**src/rtl/mpd_prt_sequencer_pkg.sv**
```systemverilog
// Shared types and constants for the MPD packet sequencer.
// Holds the state encoding, the IP field width and the slot-width helper.
package mpd_prt_sequencer_pkg;

  localparam int IP_W = 32;

  typedef enum logic [2:0] {
    IDLE, WRITE, FINISH, CHECK, WAIT_BF, RD_START, RD_STREAM, INVAL
  } seq_state_t;

  // Plain vector constants so the state register stays a simple logic vector.
  localparam logic [2:0] ST_IDLE      = 3'(IDLE);
  localparam logic [2:0] ST_WRITE     = 3'(WRITE);
  localparam logic [2:0] ST_FINISH    = 3'(FINISH);
  localparam logic [2:0] ST_CHECK     = 3'(CHECK);
  localparam logic [2:0] ST_WAIT_BF   = 3'(WAIT_BF);
  localparam logic [2:0] ST_RD_START  = 3'(RD_START);
  localparam logic [2:0] ST_RD_STREAM = 3'(RD_STREAM);
  localparam logic [2:0] ST_INVAL     = 3'(INVAL);

  function automatic int slot_w(input int num_slots);
    return (num_slots > 1) ? $clog2(num_slots) : 1;
  endfunction

endpackage

```
**src/rtl/mpd_prt_sequencer_if.sv**
```systemverilog
// Bundle of input FIFO, PRT method, bloom filter and output FIFO signals.
// master = the sequencer, slave = the surrounding datapath.
interface mpd_prt_sequencer_if
  import mpd_prt_sequencer_pkg::*;
#(
  parameter int DATA_WIDTH = 32,
  parameter int NUM_SLOTS  = 16
);
  localparam int SLOT_W = slot_w(NUM_SLOTS);

  logic                  in_valid, in_ready, in_last;
  logic [DATA_WIDTH-1:0] in_data;
  logic                  is_prt_slot_free, RDY_is_prt_slot_free;
  logic                  EN_start_writing_prt_entry, RDY_start_writing_prt_entry;
  logic [SLOT_W-1:0]     start_writing_prt_entry;
  logic                  EN_write_prt_entry, RDY_write_prt_entry;
  logic [DATA_WIDTH-1:0] write_prt_entry_data;
  logic                  EN_finish_writing_prt_entry, RDY_finish_writing_prt_entry;
  logic                  EN_invalidate_prt_entry, RDY_invalidate_prt_entry;
  logic [SLOT_W-1:0]     invalidate_prt_entry_slot;
  logic                  EN_start_reading_prt_entry, RDY_start_reading_prt_entry;
  logic [SLOT_W-1:0]     start_reading_prt_entry_slot;
  logic                  EN_read_prt_entry, RDY_read_prt_entry;
  logic [DATA_WIDTH:0]   read_prt_entry;
  logic                  bf_enable, bf_busy;
  logic [IP_W-1:0]       bf_src_ip, bf_dest_ip;
  logic [SLOT_W-1:0]     bf_tag, bf_out_tag;
  logic                  bf_output_valid, bf_safe;
  logic                  out_valid, out_ready, out_last;
  logic [DATA_WIDTH-1:0] out_data;

  modport master (
    input  in_valid, in_last, in_data, is_prt_slot_free, RDY_is_prt_slot_free,
           RDY_start_writing_prt_entry, start_writing_prt_entry, RDY_write_prt_entry,
           RDY_finish_writing_prt_entry, RDY_invalidate_prt_entry,
           RDY_start_reading_prt_entry, RDY_read_prt_entry, read_prt_entry,
           bf_busy, bf_output_valid, bf_safe, bf_out_tag, out_ready,
    output in_ready, EN_start_writing_prt_entry, EN_write_prt_entry, write_prt_entry_data,
           EN_finish_writing_prt_entry, EN_invalidate_prt_entry, invalidate_prt_entry_slot,
           EN_start_reading_prt_entry, start_reading_prt_entry_slot, EN_read_prt_entry,
           bf_enable, bf_src_ip, bf_dest_ip, bf_tag, out_valid, out_last, out_data
  );

  modport slave (
    output in_valid, in_last, in_data, is_prt_slot_free, RDY_is_prt_slot_free,
           RDY_start_writing_prt_entry, start_writing_prt_entry, RDY_write_prt_entry,
           RDY_finish_writing_prt_entry, RDY_invalidate_prt_entry,
           RDY_start_reading_prt_entry, RDY_read_prt_entry, read_prt_entry,
           bf_busy, bf_output_valid, bf_safe, bf_out_tag, out_ready,
    input  in_ready, EN_start_writing_prt_entry, EN_write_prt_entry, write_prt_entry_data,
           EN_finish_writing_prt_entry, EN_invalidate_prt_entry, invalidate_prt_entry_slot,
           EN_start_reading_prt_entry, start_reading_prt_entry_slot, EN_read_prt_entry,
           bf_enable, bf_src_ip, bf_dest_ip, bf_tag, out_valid, out_last, out_data
  );

endinterface

```
**src/rtl/mpd_prt_sequencer_sat_counter.sv**
```systemverilog
// Saturating event counter: +1 per cycle with inc_i, holds at all-ones.
// Single-cycle update, never stalls.
module mpd_prt_sequencer_sat_counter #(
  parameter int CNT_W = 16
) (
  input  logic             clk,
  input  logic             rst_n,
  input  logic             inc_i,
  output logic [CNT_W-1:0] count_o
);
  logic [CNT_W-1:0] cnt_q, cnt_d;

  always_comb begin
    cnt_d = cnt_q;
    if (inc_i && (cnt_q != {CNT_W{1'b1}})) cnt_d = cnt_q + CNT_W'(1);
  end

  always_ff @(posedge clk or negedge rst_n) begin
    if (!rst_n) cnt_q <= '0;
    else        cnt_q <= cnt_d;
  end

  assign count_o = cnt_q;
endmodule

```
**src/rtl/mpd_prt_sequencer.sv**
```systemverilog
// Per-packet controller: store packet in a PRT slot, ask the bloom filter, then forward or drop.
// One packet in flight; input stalls outside WRITE, readout follows out_ready.
module mpd_prt_sequencer
  import mpd_prt_sequencer_pkg::*;
#(
  parameter int DATA_WIDTH  = 32,
  parameter int NUM_SLOTS   = 16,
  parameter int MAX_BEATS   = 64,
  parameter int SRC_IP_BEAT = 3,
  parameter int DST_IP_BEAT = 4,
  parameter int BF_TIMEOUT  = 255,
  parameter int CNT_W       = 16
) (
  input  logic                clk,
  input  logic                rst_n,
  mpd_prt_sequencer_if.master bus,
  output logic [CNT_W-1:0]    fwd_count,
  output logic [CNT_W-1:0]    drop_count,
  output logic [CNT_W-1:0]    timeout_count
);
  localparam int SLOT_W = slot_w(NUM_SLOTS);
  localparam int BEAT_W = $clog2(MAX_BEATS + 1);
  localparam int TMR_W  = $clog2(BF_TIMEOUT + 1);

  logic [2:0]        state_q, state_d;
  logic [SLOT_W-1:0] slot_q, slot_d;
  logic [BEAT_W-1:0] beat_cnt_q, beat_cnt_d;
  logic              ovf_q, ovf_d, dst_seen_q, dst_seen_d;
  logic [IP_W-1:0]   src_ip_q, src_ip_d, dst_ip_q, dst_ip_d;
  logic [TMR_W-1:0]  timer_q, timer_d;
  logic              beat_acc, fwd_inc, drop_inc, to_inc;

  always_comb begin
    state_d    = state_q;
    slot_d     = slot_q;
    beat_cnt_d = beat_cnt_q;
    ovf_d      = ovf_q;
    dst_seen_d = dst_seen_q;
    src_ip_d   = src_ip_q;
    dst_ip_d   = dst_ip_q;
    timer_d    = timer_q;
    beat_acc   = 1'b0;
    fwd_inc    = 1'b0;
    drop_inc   = 1'b0;
    to_inc     = 1'b0;
    bus.in_ready                    = 1'b0;
    bus.EN_start_writing_prt_entry  = 1'b0;
    bus.EN_write_prt_entry          = 1'b0;
    bus.EN_finish_writing_prt_entry = 1'b0;
    bus.EN_invalidate_prt_entry     = 1'b0;
    bus.EN_start_reading_prt_entry  = 1'b0;
    bus.EN_read_prt_entry           = 1'b0;
    bus.bf_enable                   = 1'b0;
    bus.out_valid                   = 1'b0;
    case (state_q)
      ST_IDLE: begin
        bus.EN_start_writing_prt_entry = bus.in_valid & bus.is_prt_slot_free &
                                         bus.RDY_is_prt_slot_free & bus.RDY_start_writing_prt_entry;
        if (bus.EN_start_writing_prt_entry) begin
          slot_d     = bus.start_writing_prt_entry;
          beat_cnt_d = '0;
          ovf_d      = 1'b0;
          dst_seen_d = 1'b0;
          state_d    = ST_WRITE;
        end
      end
      ST_WRITE: begin
        bus.in_ready = bus.RDY_write_prt_entry;
        beat_acc     = bus.in_valid & bus.RDY_write_prt_entry;
        if (beat_acc) begin
          // Beat count stops at MAX_BEATS; later beats are swallowed and flag overflow.
          if (beat_cnt_q < BEAT_W'(MAX_BEATS)) begin
            bus.EN_write_prt_entry = 1'b1;
            beat_cnt_d             = beat_cnt_q + BEAT_W'(1);
          end else begin
            ovf_d = 1'b1;
          end
          if (beat_cnt_q == BEAT_W'(SRC_IP_BEAT)) src_ip_d = bus.in_data[IP_W-1:0];
          if (beat_cnt_q == BEAT_W'(DST_IP_BEAT)) begin
            dst_ip_d   = bus.in_data[IP_W-1:0];
            dst_seen_d = 1'b1;
          end
          if (bus.in_last) state_d = ST_FINISH;
        end
      end
      ST_FINISH: begin
        bus.EN_finish_writing_prt_entry = bus.RDY_finish_writing_prt_entry;
        if (bus.RDY_finish_writing_prt_entry)
          state_d = (dst_seen_q && !ovf_q) ? ST_CHECK : ST_INVAL;
      end
      ST_CHECK: begin
        bus.bf_enable = ~bus.bf_busy;
        if (!bus.bf_busy) begin
          timer_d = '0;
          state_d = ST_WAIT_BF;
        end
      end
      ST_WAIT_BF: begin
        timer_d = timer_q + TMR_W'(1);
        // A matching verdict takes priority over a timeout in the same cycle.
        if (bus.bf_output_valid && (bus.bf_out_tag == slot_q)) begin
          state_d = bus.bf_safe ? ST_RD_START : ST_INVAL;
        end else if (timer_d == TMR_W'(BF_TIMEOUT)) begin
          state_d = ST_INVAL;
          to_inc  = 1'b1;
        end
      end
      ST_RD_START: begin
        bus.EN_start_reading_prt_entry = bus.RDY_start_reading_prt_entry;
        if (bus.RDY_start_reading_prt_entry) state_d = ST_RD_STREAM;
      end
      ST_RD_STREAM: begin
        bus.out_valid         = bus.RDY_read_prt_entry;
        bus.EN_read_prt_entry = bus.RDY_read_prt_entry & bus.out_ready;
        if (bus.EN_read_prt_entry && bus.read_prt_entry[DATA_WIDTH]) begin
          fwd_inc = 1'b1;
          state_d = ST_IDLE;
        end
      end
      ST_INVAL: begin
        bus.EN_invalidate_prt_entry = bus.RDY_invalidate_prt_entry;
        if (bus.RDY_invalidate_prt_entry) begin
          drop_inc = 1'b1;
          state_d  = ST_IDLE;
        end
      end
      default: state_d = ST_IDLE;
    endcase
  end

  always_ff @(posedge clk or negedge rst_n) begin
    if (!rst_n) begin
      state_q    <= ST_IDLE;
      slot_q     <= '0;
      beat_cnt_q <= '0;
      ovf_q      <= 1'b0;
      dst_seen_q <= 1'b0;
      src_ip_q   <= '0;
      dst_ip_q   <= '0;
      timer_q    <= '0;
    end else begin
      state_q    <= state_d;
      slot_q     <= slot_d;
      beat_cnt_q <= beat_cnt_d;
      ovf_q      <= ovf_d;
      dst_seen_q <= dst_seen_d;
      src_ip_q   <= src_ip_d;
      dst_ip_q   <= dst_ip_d;
      timer_q    <= timer_d;
    end
  end

  assign bus.write_prt_entry_data         = bus.in_data;
  assign bus.invalidate_prt_entry_slot    = slot_q;
  assign bus.start_reading_prt_entry_slot = slot_q;
  assign bus.bf_src_ip                    = src_ip_q;
  assign bus.bf_dest_ip                   = dst_ip_q;
  assign bus.bf_tag                       = slot_q;
  assign bus.out_data                     = bus.read_prt_entry[DATA_WIDTH-1:0];
  assign bus.out_last                     = bus.read_prt_entry[DATA_WIDTH];

  mpd_prt_sequencer_sat_counter #(.CNT_W(CNT_W)) u_fwd_cnt (
    .clk(clk), .rst_n(rst_n), .inc_i(fwd_inc), .count_o(fwd_count));
  mpd_prt_sequencer_sat_counter #(.CNT_W(CNT_W)) u_drop_cnt (
    .clk(clk), .rst_n(rst_n), .inc_i(drop_inc), .count_o(drop_count));
  mpd_prt_sequencer_sat_counter #(.CNT_W(CNT_W)) u_to_cnt (
    .clk(clk), .rst_n(rst_n), .inc_i(to_inc), .count_o(timeout_count));
endmodule

```
**src/flat_wrapper.sv**
```systemverilog
// flat-port wrapper written by rule: the top's interface ports become plain ports
module mpd_prt_sequencer_flat import mpd_prt_sequencer_pkg::*;
#(
  parameter int DATA_WIDTH  = 32,
  parameter int NUM_SLOTS   = 16,
  parameter int MAX_BEATS   = 64,
  parameter int SRC_IP_BEAT = 3,
  parameter int DST_IP_BEAT = 4,
  parameter int BF_TIMEOUT  = 255,
  parameter int CNT_W       = 16
)
  (clk, rst_n, fwd_count, drop_count, timeout_count, bus_in_valid, bus_in_last, bus_in_data, bus_is_prt_slot_free, bus_RDY_is_prt_slot_free, bus_RDY_start_writing_prt_entry, bus_start_writing_prt_entry, bus_RDY_write_prt_entry, bus_RDY_finish_writing_prt_entry, bus_RDY_invalidate_prt_entry, bus_RDY_start_reading_prt_entry, bus_RDY_read_prt_entry, bus_read_prt_entry, bus_bf_busy, bus_bf_output_valid, bus_bf_safe, bus_bf_out_tag, bus_out_ready, bus_in_ready, bus_EN_start_writing_prt_entry, bus_EN_write_prt_entry, bus_write_prt_entry_data, bus_EN_finish_writing_prt_entry, bus_EN_invalidate_prt_entry, bus_invalidate_prt_entry_slot, bus_EN_start_reading_prt_entry, bus_start_reading_prt_entry_slot, bus_EN_read_prt_entry, bus_bf_enable, bus_bf_src_ip, bus_bf_dest_ip, bus_bf_tag, bus_out_valid, bus_out_last, bus_out_data);
  mpd_prt_sequencer_if #(.DATA_WIDTH(DATA_WIDTH), .NUM_SLOTS(NUM_SLOTS)) bus_i ();
  input  logic clk;
  input  logic rst_n;
  output logic [CNT_W-1:0] fwd_count;
  output logic [CNT_W-1:0] drop_count;
  output logic [CNT_W-1:0] timeout_count;
  input wire logic [$bits(bus_i.in_valid)-1:0] bus_in_valid;
  input wire logic [$bits(bus_i.in_last)-1:0] bus_in_last;
  input wire logic [$bits(bus_i.in_data)-1:0] bus_in_data;
  input wire logic [$bits(bus_i.is_prt_slot_free)-1:0] bus_is_prt_slot_free;
  input wire logic [$bits(bus_i.RDY_is_prt_slot_free)-1:0] bus_RDY_is_prt_slot_free;
  input wire logic [$bits(bus_i.RDY_start_writing_prt_entry)-1:0] bus_RDY_start_writing_prt_entry;
  input wire logic [$bits(bus_i.start_writing_prt_entry)-1:0] bus_start_writing_prt_entry;
  input wire logic [$bits(bus_i.RDY_write_prt_entry)-1:0] bus_RDY_write_prt_entry;
  input wire logic [$bits(bus_i.RDY_finish_writing_prt_entry)-1:0] bus_RDY_finish_writing_prt_entry;
  input wire logic [$bits(bus_i.RDY_invalidate_prt_entry)-1:0] bus_RDY_invalidate_prt_entry;
  input wire logic [$bits(bus_i.RDY_start_reading_prt_entry)-1:0] bus_RDY_start_reading_prt_entry;
  input wire logic [$bits(bus_i.RDY_read_prt_entry)-1:0] bus_RDY_read_prt_entry;
  input wire logic [$bits(bus_i.read_prt_entry)-1:0] bus_read_prt_entry;
  input wire logic [$bits(bus_i.bf_busy)-1:0] bus_bf_busy;
  input wire logic [$bits(bus_i.bf_output_valid)-1:0] bus_bf_output_valid;
  input wire logic [$bits(bus_i.bf_safe)-1:0] bus_bf_safe;
  input wire logic [$bits(bus_i.bf_out_tag)-1:0] bus_bf_out_tag;
  input wire logic [$bits(bus_i.out_ready)-1:0] bus_out_ready;
  output wire logic [$bits(bus_i.in_ready)-1:0] bus_in_ready;
  output wire logic [$bits(bus_i.EN_start_writing_prt_entry)-1:0] bus_EN_start_writing_prt_entry;
  output wire logic [$bits(bus_i.EN_write_prt_entry)-1:0] bus_EN_write_prt_entry;
  output wire logic [$bits(bus_i.write_prt_entry_data)-1:0] bus_write_prt_entry_data;
  output wire logic [$bits(bus_i.EN_finish_writing_prt_entry)-1:0] bus_EN_finish_writing_prt_entry;
  output wire logic [$bits(bus_i.EN_invalidate_prt_entry)-1:0] bus_EN_invalidate_prt_entry;
  output wire logic [$bits(bus_i.invalidate_prt_entry_slot)-1:0] bus_invalidate_prt_entry_slot;
  output wire logic [$bits(bus_i.EN_start_reading_prt_entry)-1:0] bus_EN_start_reading_prt_entry;
  output wire logic [$bits(bus_i.start_reading_prt_entry_slot)-1:0] bus_start_reading_prt_entry_slot;
  output wire logic [$bits(bus_i.EN_read_prt_entry)-1:0] bus_EN_read_prt_entry;
  output wire logic [$bits(bus_i.bf_enable)-1:0] bus_bf_enable;
  output wire logic [$bits(bus_i.bf_src_ip)-1:0] bus_bf_src_ip;
  output wire logic [$bits(bus_i.bf_dest_ip)-1:0] bus_bf_dest_ip;
  output wire logic [$bits(bus_i.bf_tag)-1:0] bus_bf_tag;
  output wire logic [$bits(bus_i.out_valid)-1:0] bus_out_valid;
  output wire logic [$bits(bus_i.out_last)-1:0] bus_out_last;
  output wire logic [$bits(bus_i.out_data)-1:0] bus_out_data;
  assign bus_i.in_valid = bus_in_valid;
  assign bus_i.in_last = bus_in_last;
  assign bus_i.in_data = bus_in_data;
  assign bus_i.is_prt_slot_free = bus_is_prt_slot_free;
  assign bus_i.RDY_is_prt_slot_free = bus_RDY_is_prt_slot_free;
  assign bus_i.RDY_start_writing_prt_entry = bus_RDY_start_writing_prt_entry;
  assign bus_i.start_writing_prt_entry = bus_start_writing_prt_entry;
  assign bus_i.RDY_write_prt_entry = bus_RDY_write_prt_entry;
  assign bus_i.RDY_finish_writing_prt_entry = bus_RDY_finish_writing_prt_entry;
  assign bus_i.RDY_invalidate_prt_entry = bus_RDY_invalidate_prt_entry;
  assign bus_i.RDY_start_reading_prt_entry = bus_RDY_start_reading_prt_entry;
  assign bus_i.RDY_read_prt_entry = bus_RDY_read_prt_entry;
  assign bus_i.read_prt_entry = bus_read_prt_entry;
  assign bus_i.bf_busy = bus_bf_busy;
  assign bus_i.bf_output_valid = bus_bf_output_valid;
  assign bus_i.bf_safe = bus_bf_safe;
  assign bus_i.bf_out_tag = bus_bf_out_tag;
  assign bus_i.out_ready = bus_out_ready;
  assign bus_in_ready = bus_i.in_ready;
  assign bus_EN_start_writing_prt_entry = bus_i.EN_start_writing_prt_entry;
  assign bus_EN_write_prt_entry = bus_i.EN_write_prt_entry;
  assign bus_write_prt_entry_data = bus_i.write_prt_entry_data;
  assign bus_EN_finish_writing_prt_entry = bus_i.EN_finish_writing_prt_entry;
  assign bus_EN_invalidate_prt_entry = bus_i.EN_invalidate_prt_entry;
  assign bus_invalidate_prt_entry_slot = bus_i.invalidate_prt_entry_slot;
  assign bus_EN_start_reading_prt_entry = bus_i.EN_start_reading_prt_entry;
  assign bus_start_reading_prt_entry_slot = bus_i.start_reading_prt_entry_slot;
  assign bus_EN_read_prt_entry = bus_i.EN_read_prt_entry;
  assign bus_bf_enable = bus_i.bf_enable;
  assign bus_bf_src_ip = bus_i.bf_src_ip;
  assign bus_bf_dest_ip = bus_i.bf_dest_ip;
  assign bus_bf_tag = bus_i.bf_tag;
  assign bus_out_valid = bus_i.out_valid;
  assign bus_out_last = bus_i.out_last;
  assign bus_out_data = bus_i.out_data;
  mpd_prt_sequencer #(.DATA_WIDTH(DATA_WIDTH), .NUM_SLOTS(NUM_SLOTS), .MAX_BEATS(MAX_BEATS), .SRC_IP_BEAT(SRC_IP_BEAT), .DST_IP_BEAT(DST_IP_BEAT), .BF_TIMEOUT(BF_TIMEOUT), .CNT_W(CNT_W)) u_core (.clk(clk), .rst_n(rst_n), .bus(bus_i), .fwd_count(fwd_count), .drop_count(drop_count), .timeout_count(timeout_count));
endmodule
```
**config.mk**
```make
export PLATFORM = sky130hd
export DESIGN_NAME = mpd_prt_sequencer_flat
export DESIGN_NICKNAME = d
export VERILOG_FILES = /design/src/rtl/mpd_prt_sequencer_pkg.sv /design/src/rtl/mpd_prt_sequencer_if.sv /design/src/rtl/mpd_prt_sequencer_sat_counter.sv /design/src/rtl/mpd_prt_sequencer.sv /design/src/flat_wrapper.sv
export SDC_FILE = /design/constraint.sdc
export NUM_CORES = 1
export LEC_CHECK = 0
export CAP_MARGIN = 25
export CORE_MARGIN = 4
export CORE_UTILIZATION = 43
export CTS_CLUSTER_DIAMETER = 30
export CTS_CLUSTER_SIZE = 25
export DETAILED_ROUTE_END_ITERATION = 10
export GPL_TIMING_DRIVEN = 0
export HOLD_SLACK_MARGIN = 0.12
export PLACE_DENSITY = 0.82
export SLEW_MARGIN = 20
export SYNTH_ARGS = -nofsm -noshare
export SYNTH_HDL_FRONTEND = slang
export SYNTH_SLANG_ARGS = --single-unit
```
**constraint.sdc**
```tcl
create_clock -name clk -period 2.8 [get_ports clk]
set_input_delay 0.56 -clock clk [delete_from_list [all_inputs] [get_ports clk]]
set_output_delay 0.56 -clock clk [all_outputs]
set_load 0.01 [all_outputs]
```
==> metrics.md, run 1 <==
| Metric | Value |
|---|---|
| CP peak stage delay | `0.54 ns` |
| CTS tree | `built` |
| Final setup vio count | `0` |
| Htree depth | `4` |
| Max rail drop VDD | `0.517 mV` |
| DRC viols | `0` |
| Startpoint types | `input pin` |
| Area share of the largest cell type after synthesis | `0.515` |
| Post-synthesis sequential area ratio | `0.515` |
| First-pass GRT wire length | `26500 um` |
| Xor/xnor share of the synthesized area | `0.0728` |
| CP startpoint | `bus_in_valid` |
| Distinct cells, synth | `52` |
| Crit-path cells | `clkdlybuf4s50_1 > nand4_1 > nor4_4 > buf_6 > dlygate4sd2_1` |
| Synth Area in Compound Gates | `0.0341` |
| DR WL/cell | `15.8 um` |
| Final Hold Fails | `0` |
| Status | `complete, no violations` |
| CP top delay family | `buffers and inverters` |
| LEAKAGE | `4.54 nW` |
| Slew headroom | `0.483` |
| Fillers | `1151` |
| Final antenna-violating net count | `0` |
| Number of antenna violations at the first check in global routing | `0` |
| Layout Cells excl Fill | `1041` |
| Hold Buf Count CTS | `0` |
| Final period util | `0.971` |
| Post-Route WL | `16500 um` |
| Internal reg-to-reg setup slack | `0.38 ns` |
| Area Growth Syn to Fin | `52.5%` |
| GRT Residual Overflow | `0` |
| Ys flop type | `dfrtp_1` |
| Crit-path max FO | `10` |
| Total Power | `0.00696 W` |
| Synthesized Nets | `661` |
| Tightest Pin Transition | `0.769 ns` |
| Clk pwr share | `0.326` |
| Row cnt | `45` |
| Most common cell after layout, fill and taps aside | `clkdlybuf4s50_1` |
| Crit Path Category | `input pin to output pin` |
| Vias in the first global route | `5163` |
| YS warnings | `0` |
| RR Startpoint | `u_core.timer_q[0]$_DFFE_PN0P_` |
| R2R depth | `8` |
| Synth Cell Area | `6600 um^2` |
| # IOs | `287` |
| Fin nets | `936` |
| Clk_skew | `0.0153 ns` |
| Ratio of cells with drive above 1 in the final layout | `0.245` |
| Internal power | `0.00489 W` |
| CTS sink cnt | `136` |
| Critical Path RT | `2.24 ns` |
| EDFF count, synth | `0` |
| TritonCTS Buffers | `17` |
| Crit end category | `output pin` |
| Final Slew Violations | `0` |
| Seq cells post-synth | `136` |
| Fmax | `368 MHz` |
| Vias/cell | `4.93` |
| Max-cap viol count | `0` |
| Antenna Cells | `0` |
| Adder-cell share of the synthesized area | `0.0133` |
| Largest cells by area after synthesis | `dfrtp_1 (52%), mux2_2 (12%), buf_4 (8.4%)` |
| Placer Congestion | `0.802` |
| Cells after Synth | `565` |
| Core area | `15100 um^2` |
| RR Endpoint | `u_core.u_to_cnt.count_o[14]$_DFFE_PN0P_` |
| Placed insts | `1008` |
| CP max-delay cell | `clkdlybuf4s50_1` |
| Pin count of the biggest net entering global routing | `74` |
| Gr usage total | `0.187` |
| Worst-skew pair later-pin latency | `0.42 ns` |
| Clock tree buffer depth | `2` |
| Average size of a mapped cell | `11.7 um^2` |
| PortBufs | `254` |
| Arrival @ worst endpoint | `2.16 ns` |
| Root Buffer | `clkbuf_16` |
| Hold crit path type | `input pin to asynchronous set/reset pin` |
| Commonest non-fill, non-tap cells in the layout | `clkdlybuf4s50_1 (252), dfrtp_1 (136), buf_4 (75)` |
| Starting Density | `0.436` |
| Die area | `17400 um^2` |
| Via count | `5136` |
| Post-synthesis simple-gate area fraction | `0.135` |
| Post-synthesis mux area share | `0.129` |
| First drt pass iteration count | `4` |
| Clock-pin slew on the worst setup and hold paths | `0.06 ns` |
| Largest family of logic cells by synthesized area | `simple AND/OR/NAND/NOR gates` |
| Sw frac | `0.297` |
| Post-DP HPWL | `12500 um` |
| Die width | `132 um` |
| Power per cell area | `691 nW/um^2` |
| Critical path buffers and inverters | `3` |
| Leading area contributor after synthesis | `dfrtp_1` |
| DRT iter0 DRCs | `267` |
| Min Tclk post-route | `2.72 ns` |
| Sequential power share | `0.368` |
| RSZ-0062 raised after global routing | `true` |
| Comb pwr share | `0.306` |
| Die Y | `132 um` |
| NetSw | `0.00207 W` |
| Post-synthesis async set-or-reset flop share | `1.00` |
==> cell usage after synthesis, types with 3 or more instances <==
cell type / number
and3_1: 10
inv_1: 12
nor4_1: 4
o31ai_1: 4
nand3_1: 17
clkbuf_1: 3
nand2_1: 37
xnor2_1: 36
nor2_1: 34
a21oi_1: 5
xor2_1: 17
and2_1: 3
ha_1: 7
mux2_2: 71
nand4_1: 23
buf_2: 8
buf_4: 74
mux2_1: 3
dfrtp_1: 136
nand2b_1: 3
o21ai_0: 11
nor3_1: 9
==> worst max-delay path by stage <==
stage,endpoint,depth (start not counted)
2_1_floorplan,u_core.u_to_cnt.count_o[14]$_DFFE_PN0P_,8
3_3_place_gp,u_core.bus.bf_tag[1]$_DFFE_PN0P_,1
3_5_place_dp,bus_EN_start_writing_prt_entry,5
4_1_cts,bus_EN_start_writing_prt_entry,5
5_1_grt,bus_EN_start_writing_prt_entry,5
6_report,bus_EN_start_writing_prt_entry,5
==> per-layer routing <==
layer	global-route usage	up-vias	wire length, um
li1	-	2457	-
met1	0.215	2467	6570
met2	0.328	195	8480
met3	0.0649	17	1170
met4	0.0589	0	230
met5	0	-	0
==> worst register-to-register path, cell delays in order, from the launching register on <==
cell and delay, ns:
dfrtp_1 0.47, ha_1 0.26, nand3_2 0.13, xor2_1 0.18, or3_4 0.40, nor4_4 0.37
buf_6 0.21, nand4_2 0.13, xnor2_2 0.15
==> per-stage QoR <==
step	worst slack, ns	hold slack, ns	setup TNS, ns	area (um^2)	util
finish	0.0810	0.0961	0	10100	0.665
global route	-0.0144	0.130	-0.0144	10100	0.665
global placement	-4.29	0.475	-586.92	9380	0.619
CTS	0.0341	0.128	0	10100	0.664
detailed placement	-0.843	0.486	-0.843	9430	0.622
floorplan	0.661	0.264	0	6600	-
==> power by group through the flow <==
stage	logic (W)	registers (W)	clock network, W
floorplan	0.000883	0.00268	0
global placement	0.00206	0.00257	0
detailed placement	0.00212	0.00259	0
CTS	0.00214	0.00256	0.00231
global route	0.00229	0.00261	0.00241
finish	0.00213	0.00256	0.00227
==> flip-flops by register name (all words and copies together), names as in the netlist <==
register                   cells
u_core.ovf_q                   1
u_core.u_to_cnt.count_o       16
u_core.state_q                 3
u_core.u_fwd_cnt.count_o      16
u_core.bus.bf_tag              4
u_core.beat_cnt_q              7
u_core.bus.bf_src_ip          32
u_core.dst_seen_q              1
u_core.timer_q                 8
u_core.bus.bf_dest_ip         32
u_core.u_drop_cnt.count_o     16
==> area by class of cell <==
class / instances / area, um^2 / share of cell area
clock buffers: 18 / 439 / 0.0436
repair buffers: 256 / 2580 / 0.256
flip-flops and latches: 136 / 3400 / 0.338
multi-input cells: 331 / 2580 / 0.256
well taps: 188 / 235 / 0.0234
plain buffers: 86 / 627 / 0.0622
inverters: 12 / 45.0 / 0.00447
clock inverters: 14 / 160 / 0.0159
==> repair_timing <==
item | 4_1_cts | 5_1_grt
resized for setup | 7 | 6
buffers inserted | 1 | 0
setup endpoints to repair | 3 | 4
endpoints found under the hold margin | 0 | 0
pin swaps | 2 | 1
==> cell families after synthesis <==
| group | Yosys count |
|---|---|
| xor+xnor | 54 |
| flops | 136 |
| buf+inv | 98 |
| compound gates | 34 |
| mux | 76 |
| simple gates | 160 |
| fa+ha+maj | 7 |
No activity file was read; power rests on OpenSTA's default activity.
==> run 2: changes to the inputs <==
Settings changed: HOLD_SLACK_MARGIN 0.12 to 0.15.
==> run 2 against run 1 <==
Effect of this change: global-route usage barely moved; first-iteration DRC count rose by 10%; utilization grew 0.066 points; sequential power about the same; hold slack gained 0.40 ns; sequential share of layout area about the same; die area is the same; clock skew down 0.00075 ns; via count shrank 0.31%; sequential cell count unchanged.
==> metrics.md, run 2 (synthesized netlist as in run 1, its figures left out) <==
| Metric | Value |
|---|---|
| Status | `complete, no violations` |
| Max rail drop VDD | `0.518 mV` |
| Fin nets | `937` |
| Post-Route WL | `16500 um` |
| # IOs | `287` |
| Worst Hold Depth | `1` |
| Via count | `5120` |
| Startpoint types | `input pin` |
| Post-Place Setup Slack | `-0.843 ns` |
| Vias in the first global route | `5169` |
| Final setup vio count | `0` |
| Die width | `132 um` |
| Gr usage total | `0.188` |
| Area Growth Syn to Fin | `52.7%` |
| CTS sink cnt | `136` |
| DRC viols | `0` |
| Tightest Pin Transition | `0.768 ns` |
| DR WL/cell | `15.8 um` |
| Final Hold Fails | `0` |
| GRT Residual Overflow | `0` |
| CP max-delay cell | `clkdlybuf4s50_1` |
| Post-layout util | `0.666` |
| Starting Density | `0.436` |
| Crit-path max FO | `10` |
| Crit Path Category | `input pin to output pin` |
| CP peak stage delay | `0.54 ns` |
| TritonCTS Buffers | `17` |
| Slew headroom | `0.484` |
| R2R depth | `8` |
| Hold endpoint | `u_core.u_to_cnt.count_o[15]$_DFFE_PN0P_` |
| Critical Path RT | `2.24 ns` |
| Max-cap viol count | `0` |
| PortBufs | `254` |
| Commonest non-fill, non-tap cells in the layout | `clkdlybuf4s50_1 (252), dfrtp_1 (136), buf_4 (75)` |
| HP Start | `u_core.u_to_cnt.count_o[15]$_DFFE_PN0P_` |
| RR Endpoint | `u_core.u_to_cnt.count_o[14]$_DFFE_PN0P_` |
| Min Tclk post-route | `2.72 ns` |
| Ratio of cells with drive above 1 in the final layout | `0.245` |
| RSZ-0062 raised after global routing | `true` |
| LEAKAGE | `4.55 nW` |
| Setup WS post-layout | `0.0754 ns` |
| Most common cell after layout, fill and taps aside | `clkdlybuf4s50_1` |
| Arrival @ worst endpoint | `2.16 ns` |
| First drt pass iteration count | `4` |
| Die area | `17400 um^2` |
| First-pass GRT wire length | `26500 um` |
| CTS tree | `built` |
| Number of antenna violations at the first check in global routing | `0` |
| RR Startpoint | `u_core.timer_q[0]$_DFFE_PN0P_` |
| Fmax | `367 MHz` |
| Internal reg-to-reg setup slack | `0.39 ns` |
| Htree depth | `4` |
| Post-DP HPWL | `12500 um` |
| Clock tree buffer depth | `2` |
| Worst-skew pair later-pin latency | `0.42 ns` |
| Antenna Cells | `0` |
| Crit-path cells | `clkdlybuf4s50_1 > nand4_1 > nor4_4 > buf_6 > dlygate4sd2_1` |
| Die Y | `132 um` |
| Root Buffer | `clkbuf_16` |
| Clk_skew | `0.0145 ns` |
| DRT iter0 DRCs | `294` |
| Placer Congestion | `0.802` |
| Hold crit path type | `register to register` |
| Vias/cell | `4.91` |
| Power per cell area | `690 nW/um^2` |
| Final antenna-violating net count | `0` |
| Clock-pin slew on the worst setup and hold paths | `0.06 ns` |
| Crit end category | `output pin` |
| Row cnt | `45` |
| Core area | `15100 um^2` |
| Final Slew Violations | `0` |
| Final period util | `0.973` |
| Pin count of the biggest net entering global routing | `74` |
## run 2: cell count changes in the layout (fill, tap and decap cells not counted), sizes merged
cell         change
dlygate4sd3      +1
## run 2: area by class of cell
type | count | area [um^2]
Multi-Input combinational cell | 331 | 2580
Clock inverter | 14 | 160
Buffer | 86 | 627
Clock buffer | 18 | 439
Tap cell | 188 | 235
Fill cell | 1150 | 5060
Sequential cell | 136 | 3400
Timing Repair Buffer | 257 | 2590
Inverter | 12 | 45.0
## run 2: how the worst max path moves through the flow
stage | depth (start not counted) | end | startpoint | slack [ns]
floorplan | 8 | u_core.u_to_cnt.count_o[14]$_DFFE_PN0P_ | u_core.timer_q[0]$_DFFE_PN0P_ | 0.66
global placement | 1 | u_core.bus.bf_tag[1]$_DFFE_PN0P_ | rst_n | -4.29
detailed placement | 5 | bus_EN_start_writing_prt_entry | bus_in_valid | -0.84
CTS | 5 | bus_EN_start_writing_prt_entry | bus_in_valid | 0.03
global route | 5 | bus_EN_start_writing_prt_entry | bus_in_valid | -0.01
finish | 5 | bus_EN_start_writing_prt_entry | bus_in_valid | 0.08
## run 2: critical path: cells and delay by family
family | cells | cell delay, ns
buffers and inverters | 3 | 1.02
AND/OR/NAND/NOR | 2 | 0.57
## run 2: through the flow
step / cell area [um^2] / total power, W / hold slack [ns] / TNS, ns / std cells
detailed placement: 9430 / 0.00471 / 0.486 / -0.843 / 1008
floorplan: 6600 / 0.00356 / 0.264 / 0 / 565
global route: 10100 / 0.00731 / 0.511 / -0.0144 / 1042
CTS: 10100 / 0.00701 / 0.497 / 0 / 1042
global placement: 9380 / 0.00464 / 0.475 / -586.92 / 1007
finish: 10100 / 0.00696 / 0.494 / 0 / 1042
## run 2: power breakdown
group / internal, W / leakage [nW] / switching [W]
Sequential: 0.00230 / 1.85 / 0.000260
Combinational: 0.00124 / 2.41 / 0.000899
Clock: 0.00136 / 0.287 / 0.000908
## run 2: metal layers
| metal | GRT usage | vias to the layer above | part of all wire |
|---|---|---|---|
| li1 | - | 2458 | - |
| met1 | 0.215 | 2457 | 0.40 |
| met2 | 0.330 | 190 | 0.52 |
| met3 | 0.0649 | 15 | 0.070 |
| met4 | 0.0589 | 0 | 0.014 |
| met5 | 0 | - | 0 |
## run 2: timing repair
| action | in CTS | in global routing |
|---|---|---|
| pin swaps | 2 | 1 |
| endpoints found under the setup margin | 3 | 4 |
| buffers inserted | 1 | 0 |
| endpoints found under the hold margin | 72 | 0 |
| hold buffers | 1 | 0 |
| gates resized for setup | 7 | 6 |
==> run 3: changes to the inputs <==
Settings changed: CORE_UTILIZATION 43 to 63, DONT_BUFFER_PORTS set to 1, GPL_ROUTABILITY_DRIVEN set to 0, PLACE_DENSITY 0.82 to 0.79.
==> run 3 against run 2 <==
Effect of this change: the flow now finishes with violations (hold timing); first-iteration DRC count decreased by 23%; sequential power increased by 8.2%; via count decreased by 17%; critical path depth decreased by 2; global-route usage increased by 4.5 points; largest cell class unchanged; critical path type is now register to output pin; die area decreased by 30%; clock-buffer cell count increased by 1; cell area decreased by 27%; hold slack got worse by 0.76 ns.
==> metrics.md, run 3 (synthesized netlist as in run 1, its figures left out) <==
| Metric | Value |
|---|---|
| Number of antenna violations at the first check in global routing | `0` |
| Area Growth Syn to Fin | `11.7%` |
| Setup TNS Final | `0 ns` |
| Vias/cell | `5.80` |
| Power per cell area | `808 nW/um^2` |
| Clock-pin slew on the worst setup and hold paths | `0.06 ns` |
| R2R depth | `8` |
| Tightest Pin Transition | `0.618 ns` |
| DR WL/cell | `20.1 um` |
| CTS sink cnt | `136` |
| Gr usage total | `0.233` |
| Max rail drop VDD | `0.430 mV` |
| Vias in the first global route | `4204` |
| TritonCTS Buffers | `17` |
| Crit Path Category | `register to output pin` |
| Failing checks | `hold timing` |
| PortBufs | `0` |
| Internal reg-to-reg setup slack | `0.36 ns` |
| RR Startpoint | `u_core.timer_q[0]$_DFFE_PN0P_` |
| Post-DP HPWL | `11000 um` |
| Crit end category | `output pin` |
| Multi-input gate area | `2550 um^2` |
| Min Hold Slack | `-0.266 ns` |
| Htree depth | `4` |
| Worst-skew pair later-pin latency | `0.52 ns` |
| Commonest non-fill, non-tap cells in the layout | `dfrtp_1 (136), buf_4 (74), mux2_2 (71)` |
| First drt pass iteration count | `4` |
| Slew headroom | `0.584` |
| # IOs | `287` |
| Fmax | `379 MHz` |
| Fin nets | `682` |
| Hold crit path type | `input pin to asynchronous set/reset pin` |
| Final setup vio count | `0` |
| CP startpoint | `u_core.state_q[2]$_DFFE_PN0P_` |
| Final period util | `0.941` |
| RSZ-0062 raised after global routing | `false` |
| Post-CTS setup buffer count | `0` |
| DRC viols | `0` |
| LEAKAGE | `3.57 nW` |
| RR Endpoint | `u_core.u_to_cnt.count_o[14]$_DFFE_PN0P_` |
| Crit-path max FO | `10` |
| Root Buffer | `clkbuf_8` |
| GRT Residual Overflow | `0` |
| Via count | `4260` |
| Post-Route WL | `14700 um` |
| Final Slew Violations | `0` |
| Arrival @ worst endpoint | `2.08 ns` |
| Hold Buf Count CTS | `1` |
| CTS tree | `built` |
| Clock tree buffer depth | `2` |
| Die area | `12200 um^2` |
| Clk_skew | `0.00834 ns` |
| Max-cap viol count | `0` |
| Startpoint types | `register` |
| DRT iter0 DRCs | `226` |
| Starting Density | `0.642` |
| Final Hold Fails | `136` |
| Crit path capture | `bus_EN_start_writing_prt_entry` |
| Antenna Cells | `0` |
| Register Area | `3400 um^2` |
| Die Y | `110 um` |
| Status | `finished, violations left` |
| Row cnt | `37` |
| Most common cell after layout, fill and taps aside | `dfrtp_1` |
| Ratio of cells with drive above 1 in the final layout | `0.337` |
| Final antenna-violating net count | `0` |
| Critical Path RT | `2.24 ns` |
| Die width | `110 um` |
| Fillers | `726` |
| First-pass GRT wire length | `21600 um` |
| Pin count of the biggest net entering global routing | `137` |
| Min Tclk post-route | `2.64 ns` |
| Core area | `10300 um^2` |
| Total Power | `0.00596 W` |
## run 3: layout make-up
class                   instances  area share
inverters                      12     0.00611
flip-flops and latches        136       0.461
clock buffers                  19      0.0599
well taps                     136      0.0231
plain buffers                  86      0.0840
multi-input cells             331       0.346
clock inverters                13      0.0178
repair buffers                  2     0.00204
## run 3: worst min-delay path by stage
stage	startpoint	to	slack (ns)
after floorplan	rst_n	u_core.beat_cnt_q[0]$_DFFE_PN0P_	0.26
after global placement	rst_n	u_core.u_to_cnt.count_o[8]$_DFFE_PN0P_	0.27
after detailed placement	rst_n	u_core.u_to_cnt.count_o[1]$_DFFE_PN0P_	0.27
after CTS	rst_n	u_core.u_drop_cnt.count_o[12]$_DFFE_PN0P_	-0.30
after global routing	rst_n	u_core.u_drop_cnt.count_o[10]$_DFFE_PN0P_	-0.30
final	rst_n	u_core.u_to_cnt.count_o[8]$_DFFE_PN0P_	-0.27
## run 3: what timing repair did
item | in CTS | in global routing
resized for setup | 3 | 0
setup endpoints to repair | 1 | 0
endpoints found under the hold margin | 137 | 136
## run 3: metal layers
metal  vias up  global-route usage  wire, um
met5         -                   0         0
met4         0              0.0950       316
met3        28              0.0874      1470
met2       196               0.392      7610
met1      2095               0.268      5350
li1       1941                   -         -
## run 3: worst max-delay path, cell delays in order, from the launching register on
cell      delay (ns)
dfrtp_1         0.41
clkbuf_1        0.26
nor4_4          0.54
clkbuf_2        0.35
## run 3: power by group
group	switching, W	internal, W	total, W
Combinational	0.000529	0.000531	0.00106
Sequential	0.000467	0.00230	0.00277
Clock	0.000884	0.00125	0.00213
Total	0.00188	0.00408	0.00596
## run 3: stage by stage
stage	util	instances	hold slack, ns	worst slack (ns)	cell area, um^2
after detailed placement	0.659	702	0.267	0.109	6780
after global routing	0.718	735	-0.296	0.0189	7380
after CTS	0.718	735	-0.299	0.128	7380
final	0.718	735	-0.266	0.164	7380
after global placement	0.659	701	0.267	0.166	6770
after floorplan	-	565	0.264	0.661	6600
